--- src/rtl/cpu_pkg.sv ---
// Shared fetch/decode types: widths, HALT opcode, queue entry layout and fetch FSM encoding.
package cpu_pkg;

  localparam int ADDR_W = 8;
  localparam int DATA_W = 8;

  localparam logic [3:0] OPCODE_HALT = 4'hF;

  typedef struct packed {
    logic [ADDR_W-1:0] pc;
    logic [DATA_W-1:0] instr;
  } fetch_entry_t;

  typedef enum logic {
    FETCH_RUN  = 1'b0,
    FETCH_HALT = 1'b1
  } fetch_state_t;

  function automatic logic is_halt(input logic [DATA_W-1:0] instr);
    return instr[DATA_W-1 -: 4] == OPCODE_HALT;
  endfunction

endpackage

--- src/rtl/fetch_unit_if.sv ---
// Fetch bus: instruction-memory port, redirect from execute, and the decode handshake.
interface fetch_unit_if;
  import cpu_pkg::*;

  logic              imem_en;
  logic [ADDR_W-1:0] imem_addr;
  logic [DATA_W-1:0] imem_rdata;
  logic              redirect_valid;
  logic [ADDR_W-1:0] redirect_pc;
  logic [DATA_W-1:0] instr;
  logic [ADDR_W-1:0] instr_pc;
  logic              instr_valid;
  logic              instr_ready;
  logic              halted;

  modport master (
    output imem_en, imem_addr,
    input  imem_rdata,
    input  redirect_valid, redirect_pc,
    output instr, instr_pc, instr_valid,
    input  instr_ready,
    output halted
  );

  modport slave (
    input  imem_en, imem_addr,
    output imem_rdata,
    output redirect_valid, redirect_pc,
    input  instr, instr_pc, instr_valid,
    output instr_ready,
    input  halted
  );

endinterface

--- src/rtl/fetch_queue.sv ---
// Two-entry FIFO of {pc, instr} pairs with push, pop, flush and occupancy count.
module fetch_queue
  import cpu_pkg::*;
(
  input  logic         clk,
  input  logic         reset_n,
  input  logic         push,
  input  logic         pop,
  input  logic         flush,
  input  fetch_entry_t push_entry,
  output fetch_entry_t head,
  output logic [1:0]   count
);

  fetch_entry_t slot [2];
  logic         rd_ptr;
  logic         wr_ptr;

  always_ff @(posedge clk) begin
    if (!reset_n || flush) begin
      rd_ptr  <= 1'b0;
      wr_ptr  <= 1'b0;
      count   <= 2'd0;
      slot[0] <= '0;
      slot[1] <= '0;
    end else begin
      if (push) begin
        slot[wr_ptr] <= push_entry;
        wr_ptr       <= ~wr_ptr;
      end
      if (pop) begin
        rd_ptr <= ~rd_ptr;
      end
      count <= count + {1'b0, push} - {1'b0, pop};
    end
  end

  // Empty queue presents zeros so decode never sees a stale entry.
  assign head = (count != 2'd0) ? slot[rd_ptr] : '0;

endmodule

--- src/rtl/fetch_unit.sv ---
// Instruction fetch stage: PC, in-flight tracking, run/halt FSM and decode queue.
// Optional HALT opcode support is enabled by defining FETCH_HALT_EN.
//
// state      | meaning
// FETCH_RUN  | issuing fetches whenever queue + in-flight has room
// FETCH_HALT | HALT transferred; no fetches, queue empty, wait for redirect
module fetch_unit
  import cpu_pkg::*;
#(
  parameter logic [ADDR_W-1:0] RESET_PC = 8'h00
) (
  input logic          clk,
  input logic          reset_n,
  fetch_unit_if.master bus
);

  fetch_state_t      state, state_nxt;
  logic [ADDR_W-1:0] pc;
  logic [ADDR_W-1:0] inflight_pc;
  logic              inflight;
  logic              armed;
  logic [1:0]        occupancy;
  fetch_entry_t      head;
  fetch_entry_t      push_entry;
  logic              pop;
  logic              push;
  logic              flush;
  logic              issue;
  logic              halt_take;

  assign bus.instr_valid = (occupancy != 2'd0);
  assign bus.instr       = head.instr;
  assign bus.instr_pc    = head.pc;
  assign bus.imem_en     = issue;
  assign bus.imem_addr   = pc;
  assign pop             = bus.instr_valid & bus.instr_ready;
  assign push_entry      = '{pc: inflight_pc, instr: bus.imem_rdata};

`ifdef FETCH_HALT_EN
  assign halt_take  = pop & is_halt(head.instr);
  assign bus.halted = (state == FETCH_HALT);
`else
  assign halt_take  = 1'b0;
  assign bus.halted = 1'b0;
`endif

  always_comb begin
    state_nxt = state;
    issue     = 1'b0;
    flush     = 1'b0;
    push      = 1'b0;
    unique case (state)
      FETCH_RUN: begin
        if (bus.redirect_valid) begin
          flush = 1'b1;
        end else if (halt_take) begin
          state_nxt = FETCH_HALT;
          flush     = 1'b1;
        end else begin
          push  = inflight;
          issue = armed &&
                  (({1'b0, occupancy} + {2'b00, inflight} - {2'b00, pop}) < 3'd2);
        end
      end
      FETCH_HALT: begin
        flush = 1'b1;
        if (bus.redirect_valid) begin
          state_nxt = FETCH_RUN;
        end
      end
    endcase
  end

  // inflight follows issue, so a redirect or halt squashes the pending response by clearing it.
  always_ff @(posedge clk) begin
    if (!reset_n) begin
      state       <= FETCH_RUN;
      pc          <= RESET_PC;
      inflight    <= 1'b0;
      inflight_pc <= '0;
      armed       <= 1'b0;
    end else begin
      state    <= state_nxt;
      armed    <= 1'b1;
      inflight <= issue;
      if (issue) begin
        inflight_pc <= pc;
      end
      if (bus.redirect_valid) begin
        pc <= bus.redirect_pc;
      end else if (issue) begin
        pc <= pc + ADDR_W'(1);
      end
    end
  end

  fetch_queue u_queue (
    .clk        (clk),
    .reset_n    (reset_n),
    .push       (push),
    .pop        (pop),
    .flush      (flush),
    .push_entry (push_entry),
    .head       (head),
    .count      (occupancy)
  );

endmodule

--- src/flat_wrapper.sv ---
// flat-port wrapper written by rule: the top's interface ports become plain ports
module fetch_unit_flat import cpu_pkg::*;
#(
  parameter logic [ADDR_W-1:0] RESET_PC = 8'h00
)
  (clk, reset_n, bus_imem_en, bus_imem_addr, bus_imem_rdata, bus_redirect_valid, bus_redirect_pc, bus_instr, bus_instr_pc, bus_instr_valid, bus_instr_ready, bus_halted);
  fetch_unit_if bus_i ();
  input logic clk;
  input logic reset_n;
  output wire logic [$bits(bus_i.imem_en)-1:0] bus_imem_en;
  output wire logic [$bits(bus_i.imem_addr)-1:0] bus_imem_addr;
  input wire logic [$bits(bus_i.imem_rdata)-1:0] bus_imem_rdata;
  input wire logic [$bits(bus_i.redirect_valid)-1:0] bus_redirect_valid;
  input wire logic [$bits(bus_i.redirect_pc)-1:0] bus_redirect_pc;
  output wire logic [$bits(bus_i.instr)-1:0] bus_instr;
  output wire logic [$bits(bus_i.instr_pc)-1:0] bus_instr_pc;
  output wire logic [$bits(bus_i.instr_valid)-1:0] bus_instr_valid;
  input wire logic [$bits(bus_i.instr_ready)-1:0] bus_instr_ready;
  output wire logic [$bits(bus_i.halted)-1:0] bus_halted;
  assign bus_imem_en = bus_i.imem_en;
  assign bus_imem_addr = bus_i.imem_addr;
  assign bus_i.imem_rdata = bus_imem_rdata;
  assign bus_i.redirect_valid = bus_redirect_valid;
  assign bus_i.redirect_pc = bus_redirect_pc;
  assign bus_instr = bus_i.instr;
  assign bus_instr_pc = bus_i.instr_pc;
  assign bus_instr_valid = bus_i.instr_valid;
  assign bus_i.instr_ready = bus_instr_ready;
  assign bus_halted = bus_i.halted;
  fetch_unit #(.RESET_PC(RESET_PC)) u_core (.clk(clk), .reset_n(reset_n), .bus(bus_i));
endmodule
--- config.mk ---
export PLATFORM = sky130hd
export DESIGN_NAME = fetch_unit_flat
export DESIGN_NICKNAME = d
export VERILOG_FILES = /design/src/rtl/cpu_pkg.sv /design/src/rtl/fetch_unit_if.sv /design/src/rtl/fetch_queue.sv /design/src/rtl/fetch_unit.sv /design/src/flat_wrapper.sv
export SDC_FILE = /design/constraint.sdc
export NUM_CORES = 1
export LEC_CHECK = 0
export ABC_AREA = 1
export ABC_CLOCK_PERIOD_IN_PS = 2500
export CAP_MARGIN = 15
export CORE_ASPECT_RATIO = 0.9
export CORE_MARGIN = 8
export CORE_UTILIZATION = 49
export CTS_BUF_LIST = sky130_fd_sc_hd__clkbuf_4 sky130_fd_sc_hd__clkbuf_8
export DETAILED_ROUTE_END_ITERATION = 10
export HOLD_SLACK_MARGIN = 0.08
export PLACE_DENSITY = 0.75
export SYNTH_ARGS = -nofsm -noshare
export SYNTH_HDL_FRONTEND = slang
export SYNTH_SLANG_ARGS = --single-unit
export TNS_END_PERCENT = 100
--- constraint.sdc ---
create_clock -name clk -period 2.5 [get_ports clk]
set_input_delay 0.5 -clock clk [delete_from_list [all_inputs] [get_ports clk]]
set_output_delay 0.5 -clock clk [all_outputs]
set_load 0.02 [all_outputs]
Yosys cells after proc, flatten, opt, wreduce, memory -nomap -nowiden
Memories as Yosys holds them, arrays and structs flattened. A register that Yosys moved wholly into a read port is not among the register bits.
Index checks and enable logic that the tools add are counted.
- add/subtract/negate cells: 5
- $lt $le $gt $ge: 1
- multiplexer cells: 22
- bitwise logic cells: 4
- reduce and logical (&&, ||, !) cells: 6
- operators by type and width (kind ; count):
    16-bit 2-to-1 mux ; 2
    1-bit 2-to-1 mux ; 16
    8-bit 2-to-1 mux ; 2
    16-bit OR reduction ; 1
    8-bit by 1-bit adder with 8-bit output (second input constant) ; 1
    1-bit one-hot mux with 2 select lines ; 2
    2-bit nonzero test ; 2
    2-bit by 1-bit adder with 3-bit output ; 1
    3-bit by 2-bit less-than comparator with 1-bit output (second input constant) ; 1
    1-bit inverter ; 3
    3-bit by 1-bit subtractor with 3-bit output ; 1
    2-bit by 1-bit adder with 2-bit output ; 1
    2-bit by 1-bit subtractor with 2-bit output ; 1
    1-bit AND ; 1
    1-bit logical AND ; 1
    1-bit zero test ; 1
    1-bit logical OR ; 1
- bits in registers: 23
- memory bits (writable): 32
- bits of input ports: 20
- output and inout port bits: 27
- word-level logic and storage cells: 47
- memories kept: 1
- memory list (memory ; words ; bits a word ; read ports ; clocked after memory_dff ; write ports ; RTL line ; RTL):
    u_core.u_queue.slot ; 2 ; 16 ; 1 ; 1 ; 2 ; fetch_queue.sv:15 ; fetch_entry_t slot [2];

Depth between registers and ports, before layout
Gate-level depths: netlist of run 1.
- depth after elaboration: 9
- gate-level depth with buffers: 17
- mapped depth without buffers: 17

Cells and area by module
A second synthesis of run 1 with hierarchy kept.
- cells, all modules: 318
- area, all modules: 2711.4 um2
- by module, submodules not included (module ; instances ; cells an instance ; area each (um2)):
    fetch_queue ; 1 ; 168 ; 1686.6
    fetch_unit ; 1 ; 150 ; 1024.7

Worst setup path after synthesis of run 1
No wires, ideal clock.
- path type: flip-flop to output port
- start: reg u_core.u_queue.count[1]
- end: out bus_imem_en
- arrival: 2220 ps
- required time: 2000 ps
- path slack: -220 ps
- stages on the path, launching flop included: 14
- buffers on the path: 1
- cells stage by stage: dfxtp_1 nor2_2 inv_1 nand2_1 inv_1 ha_1 inv_1 nand2_1 fa_1 nand2_1 inv_1 nand2_1 nor2_4 buf_6
- word-level cells in the longest chain between the ends: 7
- elaborated cells between the ends (all ways): 8
- those cells by class: add/sub (2); order compare (1); mux (2); bitwise (1); reduce/logical (2)
- ends and longest elaborated chain (what ; RTL line ; RTL):
    start: declaration ; fetch_queue.sv:12 ; output logic [1:0] count
    start signal: assignment ; fetch_queue.sv:34 ; count <= count + {1'b0, push} - {1'b0, pop};
    2-bit nonzero test ; fetch_unit.sv:31 ; assign bus.instr_valid = (occupancy != 2'd0);
    named net bus_instr_valid ; flat_wrapper.sv:17 ; output wire logic [$bits(bus_i.instr_valid)-1:0] bus_instr_valid;
    1-bit AND ; fetch_unit.sv:36 ; assign pop = bus.instr_valid & bus.instr_ready;
    named net u_core.pop ; fetch_unit.sv:25 ; logic pop;
    3-bit by 1-bit subtractor with 3-bit output ; fetch_unit.sv:62 ; (({1'b0, occupancy} + {2'b00, inflight} - {2'b00, pop}) < 3'd2);
    3-bit by 2-bit less-than comparator with 1-bit output ; fetch_unit.sv:62 ;
    1-bit logical AND ; fetch_unit.sv:61 ; issue = armed &&
    1-bit 2-to-1 mux ; fetch_unit.sv:54 ; if (bus.redirect_valid) begin
    1-bit 2-to-1 mux ; fetch_unit.sv:52 ; unique case (state)
    end: declaration ; flat_wrapper.sv:10 ; output wire logic [$bits(bus_i.imem_en)-1:0] bus_imem_en;
The timed path passes the listed nets, and every way through them passes these cells.

Final worst setup path of run 1
- start: reg u_core.u_queue.count[0]
- end: out bus_imem_en
- word-level cells in the longest chain between the ends: 7
- elaborated cells between the ends (all ways): 8
- those cells by class: add/sub (2); order compare (1); mux (2); bitwise (1); reduce/logical (2)
- ends and longest elaborated chain (what ; RTL line):
    2-bit nonzero test ; fetch_unit.sv:31
    1-bit AND ; fetch_unit.sv:36
    named net u_core.pop ; fetch_unit.sv:25
    3-bit by 1-bit subtractor with 3-bit output ; fetch_unit.sv:62
    3-bit by 2-bit less-than comparator with 1-bit output ; fetch_unit.sv:62
    1-bit logical AND ; fetch_unit.sv:61
    1-bit 2-to-1 mux ; fetch_unit.sv:54
    1-bit 2-to-1 mux ; fetch_unit.sv:52
The timed path passes the listed nets, and every way through them passes these cells.

==> results of run 1 <==
==> area by class of cell <==
class                      instances  area, um2
fill                             418       1753
sequential                        56       1445
clock inverter                     2      60.06
timing repair buffer              68      640.6
multi-input combinational        198      982.2
tap                               67      83.83
inverter                          39      151.4
clock buffer                       6      76.32
==> power groups by stage <==
stage | registers [W] | logic, W | clock network (W)
2_1_floorplan | 0.00106 | 0.000105 | 0
3_3_place_gp | 0.00106 | 0.000197 | 0
3_5_place_dp | 0.00106 | 0.000201 | 0
4_1_cts | 0.00104 | 0.000206 | 0.000703
5_1_grt | 0.00104 | 0.000230 | 0.000739
6_report | 0.00104 | 0.000208 | 0.000689
==> registers in the layout, summed over array words and instances, names as in the netlist, named ones only <==
register               count
u_core.u_queue.rd_ptr      1
u_core.inflight            1
u_core.bus.imem_addr       8
u_core.state               1
u_core.u_queue.slot       32
u_core.u_queue.count       2
u_core.u_queue.wr_ptr      1
u_core.inflight_pc         8
u_core.armed               1
==> cell families (layout without fill, tap and decap cells) <==
family	count (synthesis)	in the layout	synth area share, %
AO/OA/AOI/OAI	50	50	10.09
XOR/XNOR	2	2	0.6697
adder cells (fa/ha/maj)	5	5	2.678
buffers and inverters	51	115	8.608
flip-flops	56	56	55.09
other	1	1	0.1433
AND/OR/NAND/NOR	140	140	22.72
==> synthesized netlist by cell type (all sizes together) <==
cell type and instances:
nand2 79, nor2 47, inv 39, a21oi 35
edfxtp 32, dfxtp 24, nand3 11, o21ai 11
buf 8, clkbuf 4, ha 4, a21boi 3
xnor2 2, conb 1, fa 1, nand4 1
nor3 1, o21bai 1, or2 1
==> per-layer routing <==
metal	vias up	GRT usage (%)	part of all wire, %
met5	-	0	0
met4	0	5.556	1.4
met3	8	3.880	5.9
met2	49	24.11	48
met1	909	16.17	45
li1	1094	-	-
==> worst reg2reg max path: stages, from the launching register on <==
cell     delay [ps]
dfxtp_2         340
nor2_4          130
inv_4            50
nand2_4          60
inv_4            40
ha_4            200
inv_2            50
nand2_2          50
fa_1            490
nand2_2          70
buf_4           130
buf_4           120
a21oi_1         140
nand2_2         200
buf_4           190
nand2_1          50
a21oi_1          60
==> metrics by stage <==
step / cell area (um2) / TNS [ps] / instances / hold slack [ps]
2_1_floorplan: 2628 / 0 / 305 / 439.1
3_3_place_gp: 3238 / -5152 / 424 / 453.4
3_5_place_dp: 3238 / -6220 / 424 / 462.9
4_1_cts: 3416 / -211.7 / 435 / 481.9
5_1_grt: 3440 / -1364 / 436 / 501.9
6_report: 3440 / -123.9 / 436 / 478.1
==> worst max-delay path by stage <==
| stage | slack (ps) | to | start |
|---|---|---|---|
| 2_1_floorplan | 4 | bus_imem_en | u_core.u_queue.count[0] |
| 3_3_place_gp | -810 | bus_imem_en | bus_instr_ready |
| 3_5_place_dp | -860 | bus_imem_en | bus_instr_ready |
| 4_1_cts | -210 | bus_imem_en | u_core.u_queue.count[1] |
| 5_1_grt | -220 | bus_imem_en | u_core.u_queue.count[0] |
| 6_report | -120 | bus_imem_en | u_core.u_queue.count[0] |
==> what timing repair did <==
action                     in CTS  in global routing
cloned                          0                  0
setup endpoints to repair      12                 22
resized for setup              13                  7
setup buffers                   3                  1
pin swaps                       7                  6
==> qor.csv, run 1 <==
stage,metric,value,unit
synth,ys_warn_count,0,
grt,gr-total-overflow,0,
setup_path,crit_buf_inv,5,
cts,clk_pin_slew,90,ps
setup_path,crit_top_cell,nand2_2,
sta,worst_clock_skew,7.135,ps
route,drtAntennaViolNets,0,
die,top_level_ports,47,
die,die-area,0.007937,mm2
place,place_ws,-859.3,ps
setup_path,cpLargestDelayFamily,adder cells,
worst_hold_path,hold-path-endpoint,u_core.inflight_pc[0],
power,p_seq_share,53.6,%
place,port_buffers,45,
grt,grt_pass1_vias,2053,
setup_path,worstSetupPathType,flip-flop to output port,
power,finalPower,0.001935,W
setup_path,critPathMaxFanout,2,
power,power.density,562.6,mW/mm2
synth,synth_seq_cells,56,
sta,finalHoldViolCount,0,
cts,htree_levels,2,
route,vias,2060,
grt,antenna_found_initial,0,
cts,clk_latency,310,ps
layout,final_common_cell,nand2_1,
cts,hold_buffers,0,
worst_hold_path,hold_depth,2,
synth,ys_seq_area_share,55.09,%
layout,synthToLayoutAreaGrowth,31.47,%
worst_hold_path,worstHoldStart,u_core.inflight_pc[0],
die,row_count,25,
setup_path,cpPeakStageDelay,490,ps
sta,fmax,381.1,MHz
cts,cts_sinks,56,
setup_path,cp.required,2000,ps
outcome,status,finished with violations,
place,dp_hpwl,3.799,mm
power,clkPwrFrac,35.6,%
cts,cts_root_buf,clkbuf_8,
synth,syn-mean-instance-area,8.578,um2
setup_path,reg2reg_from,u_core.u_queue.count[0],
layout,diodes,0,
route,drt_wl_total,5.353,mm
cts,cts_made_buffers,5,
synth,synth_area,0.002616,mm2
sta,period_share,105.0,%
grt,grt_usage,14.08,%
die,die_h,85.32,um
sta,rsz0062_at_grt,yes,
setup_path,start_kind,flip-flop,
setup_path,worstPathCellList,nor2_4 -> inv_4 -> nand2_4 -> inv_4 -> ha_4 -> inv_2 -> nand2_2 -> fa_1 -> nand2_2 -> inv_2 -> nand2_2 -> nor2_4 -> buf_6,
setup_path,r2r_slack,30,ps
setup_path,r2r_end,u_core.inflight_pc[0],
cts,clock_path_buffers,2,
route,drt-vias-per-instance,4.725,
layout,mostFrequentLayoutCells,"nand2_1 (73), nor2_1 (43), clkdlybuf4s50_1 (41)",
sta,period_needed,2624,ps
synth,ys_types,29,
die,core,0.005192,mm2
layout,nNetsFinal,393,
power,comb_power_share,10.8,%
synth,mappedNetlistNets,330,
setup_path,cpMaxStageDelayCell,fa_1,
die,initial_core_util,50.39,%
route,drtIter0Drc,115,
power,power.internal,0.001522,W
die,die_w,93.03,um
grt,grt_pass1_wl,9.039,mm
power,vdd_ir_drop_max,0.2682,mV
route,dr.pass1.iters,4,
place,place.gp.congestion,0.8306,
synth,synth.largest_area_cell,edfxtp_1,
setup_path,crit_cells,13,
setup_path,endpoint_kind,output port,
sta,fin_ws,-123.9,ps
synth,synth_top_area_share,36.73,%
synth,netlist_instances,305,
outcome,violations,setup timing,
grt,grt_max_degree,18,
setup_path,r2r_cells,16,
run,maxCapViolations,0,
power,p_leak,1.417,nW
route,drc,0,
layout,drive_above_1_share,15.45,%
worst_hold_path,min_path_type,flip-flop to flip-flop,
power,switching_power,0.0004133,W
cts,cts_tree,yes,
sta,setup_viol,1,
layout,post-route-util,66.24,%
setup_path,arrival,2120,ps
power,swShare,21.36,%
sta,maxSlewViolCount,0,
synth,synth_area_leaders,"edfxtp_1 (37%), dfxtp_1 (18%), nand2_1 (11%), a21oi_1 (6.7%), nor2_1 (6.2%)",
route,wl_per_cell,12.28,um
Note: power is estimated with default switching activity, not from simulation.
==> inputs of run 2 (changes only) <==
--- a/config.mk
+++ b/config.mk
@@ -10,12 +10,13 @@
 export CAP_MARGIN = 15
 export CORE_ASPECT_RATIO = 0.9
 export CORE_MARGIN = 8
-export CORE_UTILIZATION = 49
+export CORE_UTILIZATION = 45
 export CTS_BUF_LIST = sky130_fd_sc_hd__clkbuf_4 sky130_fd_sc_hd__clkbuf_8
 export DETAILED_ROUTE_END_ITERATION = 10
 export HOLD_SLACK_MARGIN = 0.08
-export PLACE_DENSITY = 0.75
+export PLACE_DENSITY = 0.69
 export SYNTH_ARGS = -nofsm -noshare
 export SYNTH_HDL_FRONTEND = slang
+export SYNTH_HIERARCHICAL = 1
 export SYNTH_SLANG_ARGS = --single-unit
 export TNS_END_PERCENT = 100
==> qor.csv, run 2 <==
stage,metric,value,unit
outcome,status,finished with violations,
outcome,violations,setup timing,
setup_path,reg2reg_from,u_core/u_queue/count[0],
layout,final_area,0.003487,mm2
die,die-area,0.008769,mm2
cts,cts_root_buf,clkbuf_8,
route,drt_wl_total,5.683,mm
power,finalPower,0.001785,W
power,clkPwrFrac,29.6,%
setup_path,cp.required,2000,ps
cts,clock_path_buffers,2,
route,dr.pass1.iters,4,
place,place_ws,-1007,ps
die,die_w,97.82,um
grt,grt_pass1_vias,2090,
die,row_count,27,
worst_hold_path,worstHoldStart,u_core/inflight_pc[0],
route,drtIter0Drc,116,
run,maxCapViolations,0,
worst_hold_path,min_path_type,flip-flop to flip-flop,
sta,fmax,355.4,MHz
grt,grt_usage,13.44,%
place,dp_hpwl,3.955,mm
setup_path,critPathMaxFanout,2,
route,wl_per_cell,12.63,um
setup_path,r2r_slack,50,ps
grt,gr-total-overflow,0,
synth,synth_area,0.002711,mm2
place,placedCellCount,438,
cts,hold_buffers,0,
route,drt-vias-per-instance,4.789,
synth,synthTopCellsByCount,"nand2_1 (80), nor2_1 (48), inv_1 (37)",
sta,fin_ws,-313.7,ps
setup_path,arrival,2310,ps
synth,synthArstFlopShare,0,%
setup_path,start_kind,flip-flop,
setup_path,endpoint_kind,output port,
worst_hold_path,hold_depth,2,
worst_hold_path,hold-path-endpoint,u_core/inflight_pc[0],
synth,ys_seq_area_share,53.16,%
die,initial_core_util,45.34,%
layout,top_register,u_core/u_queue/slot,
layout,largest_register_ffs,32,
route,vias,2155,
route,drc,0,
synth,synthFlopType,edfxtp_1,
synth,mappedNetlistNets,343,
synth,yosysMostFrequentCell,nand2_1,
power,switching_power,0.0004348,W
setup_path,worstSetupPathType,flip-flop to output port,
grt,grt_max_degree,19,
power,vdd_ir_drop_max,0.2437,mV
layout,diodes,0,
route,drtAntennaViolNets,0,
cts,cts_sinks,56,
synth,synth_seq_cells,56,
layout,synthToLayoutAreaGrowth,28.61,%
synth,ys_warn_count,6,
synth,synth_enable_flop_cells,32,
sta,period_needed,2814,ps
sta,period_share,112.5,%
sta,finalHoldViolCount,0,
place,place.gp.congestion,0.8142,
grt,antenna_found_initial,0,
power,comb_power_share,12.3,%
place,port_buffers,45,
die,top_level_ports,47,
synth,ys_types,28,
setup_path,r2r_end,u_core/bus.imem_addr[6],
layout,mostFrequentLayoutCells,"nand2_1 (76), nor2_1 (45), clkdlybuf4s50_1 (43)",
setup_path,r2r_cells,13,
sta,worst_clock_skew,8.967,ps
die,die_h,89.64,um
cts,clk_pin_slew,100,ps
place,place_area,0.003297,mm2
synth,synth_top_area_share,35.44,%
layout,final_common_cell,nand2_1,
power,swShare,24.36,%
cts,cts_tree,yes,
synth,syn-mean-instance-area,8.526,um2
layout,stdcell_count,450,
cts,htree_levels,2,
power,p_seq_share,58.1,%
cts,cts_made_buffers,5,
synth,netlist_instances,318,
power,p_leak,1.420,nW
layout,drive_above_1_share,17.99,%
synth,synth.largest_area_cell,edfxtp_1,
layout,nNetsFinal,402,
die,core,0.005979,mm2
synth,synth_area_leaders,"edfxtp_1 (35%), dfxtp_1 (18%), nand2_1 (11%), nor2_1 (6.6%), inv_1 (5.1%)",
sta,setup_viol,1,
cts,clk_latency,310,ps
power,power.internal,0.001350,W
grt,grt_pass1_wl,9.556,mm
sta,maxSlewViolCount,0,
sta,rsz0062_at_grt,yes,
power,power.density,511.9,mW/mm2
## run 2: cell count changes in the layout (fill, tap and decap cells not counted), moves of 3 or more
cell     change
a21oi_1     -10
buf_4        -8
inv_1        +4
nand2_1      +3
nand3_1      +4
nor2_2      +10
## run 2: critical path: stages (launching register included)
cell     delay [ps]
dfxtp_2         330
o21a_1          200
ha_1            300
or2_4           230
fa_1            500
nand2_2          70
inv_2            70
nand2_4          60
nor2_8          120
buf_6           120
## run 2: power groups by stage
stage | Sequential [W] | Clock [W] | Combinational, W
final | 0.00104 | 0.000528 | 0.000220
after global routing | 0.00104 | 0.000565 | 0.000244
after CTS | 0.00104 | 0.000539 | 0.000218
after detailed placement | 0.00106 | 0 | 0.000207
after global placement | 0.00106 | 0 | 0.000204
after floorplan | 0.00106 | 0 | 0.000112
## run 2: per-stage QoR
| stage | TNS [ps] | hold slack, ps | utilization, % |
|---|---|---|---|
| after floorplan | -112.9 | 453.9 | - |
| after global placement | -7461 | 463.4 | 55.14 |
| after detailed placement | -8557 | 471.1 | 55.14 |
| after CTS | -3849 | 486.9 | 57.73 |
| after global routing | -831.6 | 525.2 | 58.32 |
| final | -313.7 | 485.8 | 58.32 |
## run 2: layout make-up
cell class,count,area (um2)
Tap cell,72,90.09
Clock inverter,1,7.507
Clock buffer,7,90.09
Inverter,40,150.1
Sequential cell,56,1445
Fill cell,511,2492
Timing Repair Buffer,63,619.3
Multi-Input combinational cell,211,1085
## run 2: worst max-delay path by stage
stage | startpoint | endpoint | slack [ps] | cells past startpoint
floorplan | bus_instr_ready | bus_imem_en | -110 | 9
global placement | bus_instr_ready | bus_imem_en | -970 | 10
detailed placement | bus_instr_ready | bus_imem_en | -1010 | 10
CTS | u_core/u_queue/count[1] | bus_imem_en | -300 | 9
global route | u_core/u_queue/count[0] | bus_imem_en | -380 | 9
finish | u_core/u_queue/count[0] | bus_imem_en | -310 | 9
## run 2: repair_timing
item,in CTS,in global routing
gates resized for setup,18,13
pin swaps,7,13
setup buffers,5,2
endpoints found under the setup margin,31,32
## run 2: cell families after synthesis
kind of cell	share of synthesized area [%]
buffers and inverters	8.768
AO/OA/AOI/OAI	7.799
AND/OR/NAND/NOR	27.55
other	0.1383
flip-flops	53.16
adder cells (fa/ha/maj)	2.584
## run 2: layer usage
layer | share of wire (%) | global-route usage [%] | vias to the layer above
li1 | - | - | 1119
met1 | 47 | 15.40 | 977
met2 | 46 | 24.10 | 54
met3 | 5.6 | 4.237 | 5
met4 | 0.55 | 3.390 | 0
met5 | 0 | 0 | -
==> inputs of run 3 (changes only) <==
--- a/config.mk
+++ b/config.mk
@@ -8,15 +8,15 @@
 export ABC_AREA = 1
 export ABC_CLOCK_PERIOD_IN_PS = 2500
 export CAP_MARGIN = 15
-export CORE_ASPECT_RATIO = 0.9
+export CORE_ASPECT_RATIO = 1.75
 export CORE_MARGIN = 8
 export CORE_UTILIZATION = 45
 export CTS_BUF_LIST = sky130_fd_sc_hd__clkbuf_4 sky130_fd_sc_hd__clkbuf_8
 export DETAILED_ROUTE_END_ITERATION = 10
+export GPL_TIMING_DRIVEN = 0
 export HOLD_SLACK_MARGIN = 0.08
-export PLACE_DENSITY = 0.69
+export PLACE_DENSITY = 0.7
 export SYNTH_ARGS = -nofsm -noshare
 export SYNTH_HDL_FRONTEND = slang
-export SYNTH_HIERARCHICAL = 1
 export SYNTH_SLANG_ARGS = --single-unit
 export TNS_END_PERCENT = 100
==> qor.csv, run 3 (synthesis results as in run 1) <==
stage,metric,value,unit
outcome,status,finished with violations,
outcome,violations,setup timing,
grt,grt_max_degree,19,
grt,grt_usage,14.14,%
worst_hold_path,min_path_type,flip-flop to flip-flop,
sta,max_slew_margin,51.87,%
sta,period_share,108.5,%
die,top_level_ports,47,
layout,top_register,u_core.u_queue.slot,
layout,post-route-util,60.57,%
route,dr.pass1.iters,4,
layout,diodes,0,
layout,final_common_cell,nand2_1,
layout,synthToLayoutAreaGrowth,32.90,%
run,maxCapViolations,0,
place,placedCellCount,428,
setup_path,critPathMaxFanout,5,
place,place.gp.congestion,0.8420,
die,die_h,116.9,um
cts,cts_tree,yes,
place,dp_hpwl,4.007,mm
sta,rsz0062_at_grt,yes,
sta,fmax,368.5,MHz
setup_path,start_kind,flip-flop,
power,power.internal,0.001312,W
die,core,0.005741,mm2
sta,fin_ws,-213.5,ps
sta,maxSlewViolCount,0,
grt,grt_pass1_vias,2196,
cts,cts_sinks,56,
route,drc,0,
layout,drive_above_1_share,18.33,%
power,swShare,25.60,%
cts,clk_latency,310,ps
cts,clk_pin_slew,110,ps
power,power.density,507.1,mW/mm2
die,row_count,37,
layout,nNetsFinal,395,
power,p_leak,1.535,nW
route,drtIter0Drc,94,
cts,cts_made_buffers,5,
power,switching_power,0.0004514,W
cts,cts_root_buf,clkbuf_8,
sta,period_needed,2714,ps
layout,largest_register_ffs,32,
die,die_w,73.64,um
place,port_buffers,45,
route,wl_per_cell,13.31,um
power,p_seq_share,58.8,%
layout,stdcell_count,449,
cts,htree_levels,2,
route,drt-vias-per-instance,4.860,
setup_path,arrival,2910,ps
power,vdd_ir_drop_max,0.4083,mV
grt,gr-total-overflow,0,
sta,setup_viol,13,
route,drt_wl_total,5.975,mm
sta,finalHoldViolCount,0,
power,clkPwrFrac,28.6,%
route,vias,2182,
place,place_ws,-1073,ps
grt,grt_pass1_wl,9.439,mm
route,drtAntennaViolNets,0,
die,die-area,0.008606,mm2
sta,tightest_slew,720.2,ps
setup_path,cp.required,2700,ps
grt,antenna_found_initial,0,
setup_path,endpoint_kind,flip-flop,
layout,mostFrequentLayoutCells,"nand2_1 (74), nor2_1 (42), a21oi_1 (33), clkdlybuf4s50_1 (33), edfxtp_1 (32)",
cts,hold_buffers,0,
die,initial_core_util,45.58,%
power,comb_power_share,12.6,%
sta,worst_clock_skew,9.758,ps
cts,clock_path_buffers,2,
setup_path,worstSetupPathType,flip-flop to flip-flop,
## run 3: cell types whose count changed in the layout (fill, tap and decap cells not counted), sizes merged, moves of 3 or more
cell,change
a21oi,+8
buf,+3
clkdlybuf4s50,-10
dlygate4sd2,+3
dlymetal6s2s,+8
nand2,-4
nand3,-6
nor2,-13
## run 3: layout make-up
cell class	instances	area, um2
Timing Repair Buffer	59	580.6
Buffer	10	67.56
Sequential cell	56	1450
Clock buffer	5	68.82
Clock inverter	3	21.27
Multi-Input combinational cell	199	1040
Tap cell	78	97.59
Inverter	39	151.4
Fill cell	522	2263
## run 3: worst paths after layout
kind / startpoint / endpoint / slack (ps) / cells after the start
setup / recovery: u_core.u_queue.count[0] / u_core.inflight_pc[7] / -210 / 18
hold / removal: u_core.inflight_pc[0] / u_core.inflight_pc[0] / 470 / 2
setup reg to reg: u_core.u_queue.count[0] / u_core.inflight_pc[7] / -210 / 18
hold reg to reg: u_core.inflight_pc[0] / u_core.inflight_pc[0] / 470 / 2
## run 3: worst max-delay path, stage by stage, from the launching register on
cell and delay (ps):
dfxtp_4 370, nor2_4 130, inv_4 50, nand2_4 60, inv_4 40, ha_4 200
inv_2 40, nand2_2 40, fa_1 500, nand2_2 60, buf_4 140, buf_6 100
buf_4 120, buf_4 130, a21oi_4 160, nand2_4 120, buf_6 150, o21ai_2 130
a21oi_1 60
## run 3: timing repair
item | CTS | global route
endpoints found under the setup margin | 12 | 27
setup buffers | 11 | 3
pin swaps | 7 | 7
cloned | 0 | 2
gates resized for setup | 19 | 31
## run 3: per-layer routing
metal / vias to the layer above / track usage, % / part of all wire (%)
li1: 1101 / - / -
met1: 1009 / 13.19 / 36
met2: 59 / 26.75 / 56
met3: 13 / 2.986 / 5.3
met4: 0 / 8.591 / 2.8
met5: - / 0 / 0
## run 3: through the flow
step                      setup TNS, ps  power [W]  instance area (um2)  hold WS, ps
final                             -1743   0.001763                 3477        466.6
after global routing              -2999   0.001838                 3477        509.4
after CTS                         -2410   0.001754                 3367        466.9
after detailed placement          -8185   0.001250                 3176        450.9
after global placement            -7347   0.001246                 3176        449.7
after floorplan                       0   0.001168                 2628        439.1
## run 3: power by group through the flow
stage               clock (W)  combinational [W]  sequential, W
floorplan                   0           0.000105        0.00106
global placement            0           0.000190        0.00106
detailed placement          0           0.000193        0.00106
CTS                  0.000512           0.000206        0.00104
global route         0.000549           0.000246        0.00104
finish               0.000505           0.000223        0.00104
==> RTL edit 1: new RTL, flow settings as in run 1 <==
Build with the macro `FETCH_HALT_EN` defined.
--- a/src/rtl/fetch_unit.sv
+++ b/src/rtl/fetch_unit.sv
@@ -5,4 +5,6 @@
 // FETCH_RUN  | issuing fetches whenever queue + in-flight has room
 // FETCH_HALT | HALT transferred; no fetches, queue empty, wait for redirect
+`define FETCH_HALT_EN
+
 module fetch_unit
   import cpu_pkg::*;
Formal check against the unedited RTL: not equivalent (a bounded check fails within 4 cycles, from zero or initial values and one cycle with reset_n low).
==> RTL edit 1 against run 1 <==
  * The run still ends with setup timing left
  * Area after synthesis increased by 7.3%
  * Largest cell class unchanged
  * Critical path type is now input pin to output pin
  * Sequential cell count unchanged
  * Design area increased by 6.9%
  * Hold slack got worse by 0.018 ns
  * Setup slack got worse by 0.29 ns
  * Count of clock-buffer cells in the layout decreased by 1
  * Total power decreased by 3.6%
  * Global-route usage increased by 0.66 points
  * Wire length increased by 10%
  * Core utilization decreased by 0.50 points
==> RTL edit 1: results <==
group,metric,value,unit
run_status,status,"finished with violations",
run_status,violations,"setup timing",
drt,drt_wl_total,5.89,mm
critical_path,worstPathMaxFanout,2,
clock_tree,insertion_delay,0.31,ns
global_route,grt_max_degree,28,
clock_tree,cts_made_buffers,5,
placed_design,hpwl,4.26,mm
logic_synthesis,synth_xor_xnor_area_share,0.624,%
placed_design,place.gp.congestion,0.759,
layout,antenna_cells,0,
drt,vias_per_cell,4.91,
critical_path,reg2reg_to,"u_core.bus.imem_addr[0]$_SDFFE_PN0P_",
sta,fin_worst_skew,0.00806,ns
logic_synthesis,ys.flop_type,"edfxtp_1",
clock_tree,cts_buffer_depth,2,
logic_synthesis,yosys.area_share.adder,2.50,%
hold_path,hp-start,"u_core.inflight_pc[3]$_SDFFE_PN0P_",
logic_synthesis,synth_cell_types,30,
logic_synthesis,synth-edff-count,32,
clock_tree,clk_pin_slew,0.09,ns
logic_synthesis,syn-num-nets,344,
power,pwr-share-clk,32.0,%
critical_path,worstRegToRegCells,14,
logic_synthesis,ys_seq_area_share,51.3,%
clock_tree,h-tree-depth,2,
power,intPower,1.42,mW
logic_synthesis,ys_warn_count,0,
layout,largest_reg_flops,32,
global_route,antenna_found_initial,0,
logic_synthesis,synth-async-reset-ratio,0,%
power,vdd_ir_drop_max,0.253,mV
sta,setup_violations,1,
hold_path,hold_end,"u_core.inflight_pc[3]$_SDFFE_PN0P_",
placed_design,dp_slack,-1.13,ns
sta,fin_ws,-0.417,ns
global_route,grt_pass1_vias,2185,
layout,drive_gt1_share,21.6,%
logic_synthesis,synth_compound_area_share,7.09,%
global_route,track_usage,14.7,%
power,leakage,1.44,nW
critical_path,rr_startpoint,"u_core.u_queue.count[0]$_SDFF_PP0_",
layout,fin_nets,408,
drt,dr.pass1.iters,4,
drt,initialDrtViolationCount,87,
sta,hold_slack,0.461,ns
logic_synthesis,synthTopCellsByArea,"edfxtp_1 34%, dfxtp_1 17%, nand2_1 10%",
logic_synthesis,yosys-top-cells-count,"77 x nand2_1, 40 x inv_1, 34 x a21oi_1",
critical_path,arrival,2.42,ns
global_route,grt_pass1_wl,9.89,mm
placed_design,portBuffers,46,
## RTL edit 1: cell types whose count changed after synthesis, sizes merged, moves of 3 or more
| cell | change |
|---|---|
| nor3 | +31 |
| nor2 | -27 |
| nand3 | +9 |
| o21ai | -7 |
| inv | +4 |
| nand2 | +4 |
| a21boi | -3 |
| clkbuf | +3 |
## RTL edit 1: how the worst max path moves through the flow
stage                        endpoint                               start  slack, ns
final                     bus_imem_en                     bus_instr_ready      -0.42
after floorplan           bus_imem_en  u_core.u_queue.count[1]$_SDFF_PP0_      -0.15
after global routing      bus_imem_en                     bus_instr_ready      -0.48
after CTS                 bus_imem_en  u_core.u_queue.count[1]$_SDFF_PP0_      -0.40
after global placement    bus_imem_en                     bus_instr_ready      -1.10
after detailed placement  bus_imem_en                     bus_instr_ready      -1.13
## RTL edit 1: metrics by stage
step                area, um^2  TNS [ns]  instances
global route              3680    -0.988        454
global placement          3500     -9.24        443
floorplan                 2850    -0.147        319
CTS                       3630    -0.397        451
detailed placement        3500    -10.07        443
finish                    3680    -0.417        454
## RTL edit 1: power by group through the flow
stage / clock network [mW] / registers (mW) / logic (mW)
floorplan: 0 / 1.06 / 0.121
global placement: 0 / 1.06 / 0.222
detailed placement: 0 / 1.06 / 0.226
CTS: 0.606 / 1.04 / 0.229
global route: 0.637 / 1.04 / 0.257
finish: 0.598 / 1.04 / 0.232
## RTL edit 1: logic make-up (layout without fill, tap and decap cells)
family                     Yosys count  count (layout)
buffers and inverters               57             122
DFF                                 56              56
xor gates and xnor gates             2               2
adders and majority gates            5               5
and+or+nand+nor                    160             160
AOI/OAI and AO/OA                   39              39
## RTL edit 1: layout make-up
class	count	area, um^2
repair buffers	70	678
multi-input cells	206	1170
clock inverters	3	46.3
flip-flops and latches	56	1450
inverters	44	181
fillers	492	1920
clock buffers	5	68.8
well taps	70	87.6
## RTL edit 1: repair_timing
action	in CTS	in global routing
hold buffers	0	0
pin swaps	2	6
gates resized for setup	14	5
cloned	0	0
buffers inserted	0	3
endpoints found under the setup margin	19	14
## RTL edit 1: critical path, cell delays in order
cell and delay, ns:
dlygate4sd2_1 0.25, inv_2 0.06, nor2_4 0.13, ha_4 0.20, or2_4 0.23, fa_2 0.55
nand3_2 0.08, nor2_4 0.13, nand3_4 0.09, clkinvlp_4 0.09, buf_6 0.11
## RTL edit 1: layer usage
| layer | up-vias | GRT usage (%) | routed length, um |
|---|---|---|---|
| li1 | 1169 | - | - |
| met2 | 69 | 25.7 | 2850 |
| met5 | - | 0 | 0 |
| met3 | 5 | 3.94 | 484 |
| met1 | 987 | 17.6 | 2510 |
| met4 | 0 | 3.35 | 50 |
==> RTL edit 2: new RTL, flow settings as in run 1 <==
Made on the original files. Reset style: asynchronous (`reset_n`), changed in one clocked block.
--- a/src/rtl/fetch_unit.sv
+++ b/src/rtl/fetch_unit.sv
@@ -73,5 +73,5 @@
 
   // inflight follows issue, so a redirect or halt squashes the pending response by clearing it.
-  always_ff @(posedge clk) begin
+  always_ff @(posedge clk or negedge reset_n) begin
     if (!reset_n) begin
       state       <= FETCH_RUN;
Check against the original RTL: differs if reset_n is asserted again (counterexample within 4 cycles, from zero or initial values and one cycle with reset_n low); with reset_n held inactive, the same outputs for 10 cycles.
==> RTL edit 2 against run 1 <==
  * The run still ends with setup timing left
  * Core utilization fell by 0.074 points
  * Non-clock buffer count fell by 1
  * Area after synthesis rose by 2.3%
  * Design area rose by 1.1%
  * Wire length fell by 0.65%
  * Sequential share of layout area rose by 2.2 points
  * Sequential cell count did not move
  * Setup slack improved by 0.039 ns
  * Total power barely moved
  * Critical endpoint unchanged
==> RTL edit 2: results <==
group,metric,value,unit
layout,fin_nets,381,
layout,drive_gt1_share,17.4,%
sta,hold_slack,0.467,ns
drt,initialDrtViolationCount,93,
layout,bufAreaShareNonClock,18.6,%
critical_path,arrival,2.08,ns
logic_synthesis,synth_cell_types,30,
logic_synthesis,synth-async-reset-ratio,33.9,%
global_route,grt_pass1_wl,8.87,mm
layout,clk_share,2.63,%
hold_path,hp-start,"u_core.u_queue.rd_ptr$_SDFFE_PP0P_",
drt,vias_per_cell,4.92,
sta,setup_violations,1,
global_route,grt_max_degree,21,
logic_synthesis,ys_seq_area_share,57.4,%
global_route,track_usage,13.6,%
drt,route.met3.wl,413,um
drt,drt_wl_total,5.32,mm
placed_design,placed_area,0.00330,mm^2
layout,n_all_inverters,37,
run_status,violations,"setup timing",
critical_path,reg2reg_to,"u_core.bus.imem_addr[6]$_DFFE_PN0P_",
run_status,status,"finished with violations",
layout,final_area,0.00348,mm^2
layout,nMultiInputCombCells,189,
drt,vias,2084,
power,leakage,1.50,nW
placed_design,hpwl,3.91,mm
hold_path,hold_end,"u_core.u_queue.rd_ptr$_SDFFE_PP0P_",
drt,dr_wl_met2,2.59,mm
global_route,grt_pass1_vias,2030,
layout,seq_share,44.3,%
global_route,use_met1,15.2,%
drt,wl_met1,2.30,mm
global_route,use_met2,24.2,%
layout,multiInputGateArea,976,um^2
floorplan,dieArea,0.00809,mm^2
layout,nNonClkBuffers,67,
global_route,met3_usage,4.28,%
sta,finalSetupTns,-0.0849,ns
hold_path,holdPathStages,1,
layout,fill_cells,447,
sta,fin_ws,-0.0849,ns
logic_synthesis,syn-num-nets,318,
==> RTL edit 2: cell count changes after synthesis, sizes merged, moves of 2 or more <==
cell and delta:
nand3 +8, nor2 -4, o21ai +2, inv -2, a21oi -15, clkbuf -2, dfrtp +19, dfxtp -19
==> RTL edit 2: what timing repair did <==
item,in CTS,in global routing
buffers inserted,4,0
endpoints found under the setup margin,1,15
pin swaps,8,9
gates cloned,0,0
resized for setup,18,8
==> RTL edit 2: cells by family after synthesis <==
| group | share of synthesized area [%] |
|---|---|
| adder cells (fa/ha/maj) | 2.62 |
| flip-flops | 57.4 |
| XOR/XNOR | 0.655 |
| other | 0.281 |
| AO/OA/AOI/OAI | 6.73 |
| buffers and inverters | 7.99 |
| AND/OR/NAND/NOR | 24.3 |
==> RTL edit 2: worst max-delay path by stage <==
stage	slack [ns]	end	start	cells after the start
5_1_grt	-0.19	bus_imem_en	u_core.u_queue.count[0]$_SDFF_PP0_	11
4_1_cts	-0.24	bus_imem_en	u_core.u_queue.count[0]$_SDFF_PP0_	11
2_1_floorplan	0.04	bus_imem_en	u_core.u_queue.count[1]$_SDFF_PP0_	11
3_5_place_dp	-0.88	bus_imem_en	bus_instr_ready	12
3_3_place_gp	-0.88	bus_imem_en	bus_instr_ready	12
6_report	-0.08	bus_imem_en	u_core.u_queue.count[0]$_SDFF_PP0_	11
==> RTL edit 2: power by group <==
part	total (mW)	leakage (nW)	internal, mW	switching (mW)
Sequential	1.10	0.634	1.05	0.0515
Clock	0.495	0.0485	0.201	0.293
Combinational	0.336	0.817	0.150	0.186
==> RTL edit 2: worst max-delay path: cells and delay by family (launching register included) <==
family / cells / cell delay, ns
buffers and inverters: 3 / 0.23
adders and majority gates: 2 / 0.71
DFF: 1 / 0.35
and+or+nand+nor: 6 / 0.48
